File: config.mk
export PLATFORM = sky130hd
export DESIGN_NAME = demux_1_16_deser
export DESIGN_NICKNAME = d
export VERILOG_FILES = /design/src/rtl/demux_1_16_deser.sv
export SDC_FILE = /design/constraint.sdc
export NUM_CORES = 1
export LEC_CHECK = 0
export BUFFER_PORTS_ARGS = -buffer_cell sky130_fd_sc_hd__buf_2
export CAP_MARGIN = 20
export CORE_AREA = 4 4 79 81
export CTS_CLUSTER_DIAMETER = 150
export CTS_CLUSTER_SIZE = 20
export DETAILED_ROUTE_END_ITERATION = 7
export DIE_AREA = 0 0 83 85
export GPL_ROUTABILITY_DRIVEN = 0
export PLACE_DENSITY_LB_ADDON = 0.2
export SLEW_MARGIN = 20
export SYNTH_ARGS = -nofsm -noshare
export SYNTH_HDL_FRONTEND = slang
export SYNTH_SLANG_ARGS = --single-unit
File: constraint.sdc
create_clock -name clk_i -period 3.1 [get_ports clk_i]
set_input_delay 0 -clock clk_i [delete_from_list [all_inputs] [get_ports clk_i]]
set_output_delay 0 -clock clk_i [all_outputs]
set_load 0.1 [all_outputs]
File: src/rtl/demux_1_16_deser.sv
// Serial-to-parallel 1:16 demultiplexer: steers serial bits into slots (auto counter or
// external select) and publishes the assembled word with a one-cycle valid strobe.
module demux_1_16_deser #(
  parameter int unsigned Width = 16,
  parameter int unsigned SelW  = (Width > 1) ? $clog2(Width) : 1
) (
  input  logic              clk_i,
  input  logic              rst_i,
  input  logic              in_valid_i,
  input  logic              in_bit_i,
  input  logic              addr_mode_i,
  input  logic [SelW-1:0]   sel_i,
  input  logic              flush_i,
  output logic [Width-1:0]  out_o,
  output logic              out_valid_o,
  output logic [SelW:0]     fill_count_o,
  output logic              busy_o
);

  typedef enum logic [0:0] {StIdle, StFill} state_e;

  state_e            state_q;
  logic              mode_q;
  logic [SelW-1:0]   cnt_q;
  logic [Width-1:0]  shadow_q;
  logic [Width-1:0]  mask_q;
  logic [SelW:0]     fill_q;
  logic [Width-1:0]  out_q;
  logic              out_valid_q;

  logic              cur_mode;
  logic [SelW-1:0]   slot;
  logic [Width-1:0]  merged;
  logic [Width-1:0]  mask_new;
  logic              slot_is_new;
  logic              word_done;

  // Mode is taken live from the input only on the first bit of a word.
  always_comb begin
    cur_mode    = (state_q == StIdle) ? addr_mode_i : mode_q;
    slot        = '0;
    if (cur_mode) begin
      slot = sel_i;
    end else if (state_q == StFill) begin
      slot = cnt_q;
    end
    merged       = shadow_q;
    merged[slot] = in_bit_i;
    mask_new       = mask_q;
    mask_new[slot] = 1'b1;
    slot_is_new = ~mask_q[slot];
    word_done   = &mask_new;
  end

  always_ff @(posedge clk_i) begin
    if (rst_i) begin
      state_q     <= StIdle;
      mode_q      <= 1'b0;
      cnt_q       <= '0;
      shadow_q    <= '0;
      mask_q      <= '0;
      fill_q      <= '0;
      out_q       <= '0;
      out_valid_q <= 1'b0;
    end else begin
      out_valid_q <= 1'b0;
      if (flush_i) begin
        state_q  <= StIdle;
        cnt_q    <= '0;
        shadow_q <= '0;
        mask_q   <= '0;
        fill_q   <= '0;
      end else if (in_valid_i) begin
        if (word_done) begin
          out_q       <= merged;
          out_valid_q <= 1'b1;
          state_q     <= StIdle;
          cnt_q       <= '0;
          shadow_q    <= '0;
          mask_q      <= '0;
          fill_q      <= '0;
        end else begin
          if (state_q == StIdle) begin
            mode_q <= addr_mode_i;
          end
          state_q  <= StFill;
          cnt_q    <= slot + SelW'(1);
          shadow_q <= merged;
          mask_q   <= mask_new;
          if (slot_is_new) begin
            fill_q <= fill_q + (SelW + 1)'(1);
          end
        end
      end
    end
  end

  assign out_o        = out_q;
  assign out_valid_o  = out_valid_q;
  assign fill_count_o = fill_q;
  assign busy_o       = (state_q == StFill);

endmodule

==> metrics.cfg <==
[timing]
skew_ns=0.00834
finalCritPeriodShare=0.929
post-route-min-period_ns=2.88
tightest_slew_ns=0.792
final.setup.worst_slack_ns=0.220
fmax_ghz=0.347
hold_violations=0
setup_tns_ns=0
slew_headroom=0.472
drv_slew=0
setup_viol=0
rsz0062_at_grt=no

[synthesis]
yosysMostFrequentCell=dfxtp_1
synth.distinct_cells=54
synthesis.area_um2=3170
synth_edf_count=0
synth.avg_cell_area_um2=9.11
syn_nets=359
async_flop_share=0
synth-seq-cells=60
yosysTopAreaCellShare=0.379
syn_inst=348
synth_seq_area_share=0.379
synth_area_leaders=dfxtp_1, mux2i_1, mux2_2
post-synth-top-area-cell=dfxtp_1
synth_common_cells=dfxtp_1, nand2_1, mux2i_1
synth_ff_type=dfxtp_1
yosysWarnings=0

[clock_network]
post-cts-setup-buffers=0
clock-sinks=60
cts_buffer_depth=2
cts_tree=built
cts_root_buf=clkbuf_8
numCtsBuffers=9
htree_levels=3
clkLatencyLatePin_ns=0.34
clk_pin_slew_ns=0.07

[worst_setup_path]
crit_path_start_kind=flip-flop
end_kind=flip-flop
crit_type=flip-flop to flip-flop
cp_data_required_time_ns=3.33
crit_fanout=18
crit_arrival_ns=3.11

[placed_design]
place_ws_ns=0.302
post-place-cells=434
dp_hpwl_mm=5.05
placed_area_um2=3340
port_buffers=32

[route]
drt-wirelength-per-cell_um=16.4
vias_per_cell=6.06
drt-pass1-iter-count=4
first_iter_violations=316
drt-total-wl_mm=7.38
ant_nets=0
drc=0
vias=2726

[cells_and_area]
diodes=0
fill_cells=484
finalNetCount=385
fin_util=0.645
postLayoutCellArea_um2=3530
post_route_cells_drive_above_1_share=0.259
areaGrowthSynthToFinish_pct=11.4
layoutNonFillerInstCount=450

[global_route]
gr-total-overflow=0
antenna_found_initial=0
track_usage=0.219
grt_max_degree=59
grt_pass1_vias=2551
grt_pass1_wl_mm=12.7

[floorplan]
coreArea_um2=5470
core.rowCount=27
die_area_um2=7060
die_y_um=85
start_util=0.580
ios=33
die_x_um=83

[power]
ir_worst_vdd_mv=0.332
cellPowerDensity_nw_per_um2=454
power.leakage_uw=0.00149

[run_status]
status=finished clean

[run]
cap_violations=0

[hold_path]
hold_path.class=input port to flip-flop

## where the power goes
part           total, µW  switching, µW  leakage (µW)  internal, µW
Clock                626            300     0.0000872           326
Combinational        192            132      0.000914          60.1
Sequential           786           8.17      0.000484           778
Total               1600            440       0.00149          1160
## routing by layer
layer  global-route usage  part of all wire  up-vias  routed length [µm]
li1                     -                 -     1347                   -
met5                    0                 0        -                   0
met4                0.126             0.022        0                 163
met3               0.0553             0.067       22                 495
met2                0.326              0.44       88                3260
met1                0.289              0.47     1269                3470
## placed cells by master, fill, tap and decap left out, types with 3 or more instances in the layout
cell / Yosys / routed
mux2_2: 16 / 16
nand2_1: 47 / 47
nor2_1: 22 / 22
dfxtp_1: 60 / 59
o211ai_1: 3 / 3
buf_4: 3 / 12
a32oi_1: 6 / 6
nand3_1: 24 / 24
nor2_2: 5 / 5
mux2i_1: 25 / 25
a31oi_1: 16 / 16
a41o_1: 7 / 7
a211oi_1: 17 / 17
inv_1: 4 / 4
clkbuf_8: 0 / 11
a21oi_1: 23 / 23
buf_2: 5 / 32
## path summary, 6_finish.rpt
path,start,endpoint,slack (ns),cells past startpoint
worst max register to register,mode_q,shadow_q[7],0.22,9
worst min register to register,shadow_q[8],shadow_q[8],0.45,2
worst min-delay path,rst_i,out_o[1],0.04,2
worst max-delay path,mode_q,shadow_q[7],0.22,9
## layout make-up
class | count | area, µm² | area share
Clock buffer | 11 | 151 | 0.0429
Inverter | 4 | 15.0 | 0.00425
Tap cell | 72 | 90.1 | 0.0255
Multi-Input combinational cell | 254 | 1790 | 0.506
Timing Repair Buffer | 45 | 260 | 0.0737
Sequential cell | 60 | 1200 | 0.340
Clock inverter | 4 | 25.0 | 0.00708
## timing repair
item,in CTS,in global routing
hold buffers,1,0
resized for setup,0,2
endpoints found under the hold margin,1,0
setup endpoints to repair,0,1
## worst max-delay path: stages, from the launching register on
cell       delay, ns
dfxtp_1         0.47
mux2i_1         0.34
o2bb2ai_2       0.23
nor2_2          0.38
a32oi_2         0.20
nor4_4          0.38
nand2_1         0.22
buf_4           0.26
a31oi_1         0.17
o22ai_1         0.09
## flip-flops by register name, indices dropped and copies added, names as in the netlist
signal / count
busy_o: 1
shadow_q: 16
cnt_q: 4
mask_q: 16
out_o: 16
out_valid_o: 1
mode_q: 1
fill_count_o: 5
## kinds of logic after synthesis
group | count (synthesis) | synth area share
adders and majority gates | 1 | 0.00394
and+or+nand+nor | 116 | 0.185
DFF | 60 | 0.379
muxes | 43 | 0.145
xor gates and xnor gates | 1 | 0.00276
AOI/OAI and AO/OA | 93 | 0.224
buffers and inverters | 34 | 0.0600
## through the flow
stage          total power [µW]  hold WS, ns
2_1_floorplan               947        0.147
3_3_place_gp                989        0.299
3_5_place_dp                990        0.300
4_1_cts                    1610       0.0325
5_1_grt                    1670       0.0571
6_report                   1600       0.0401
Note: power is estimated with default switching activity, not from simulation.
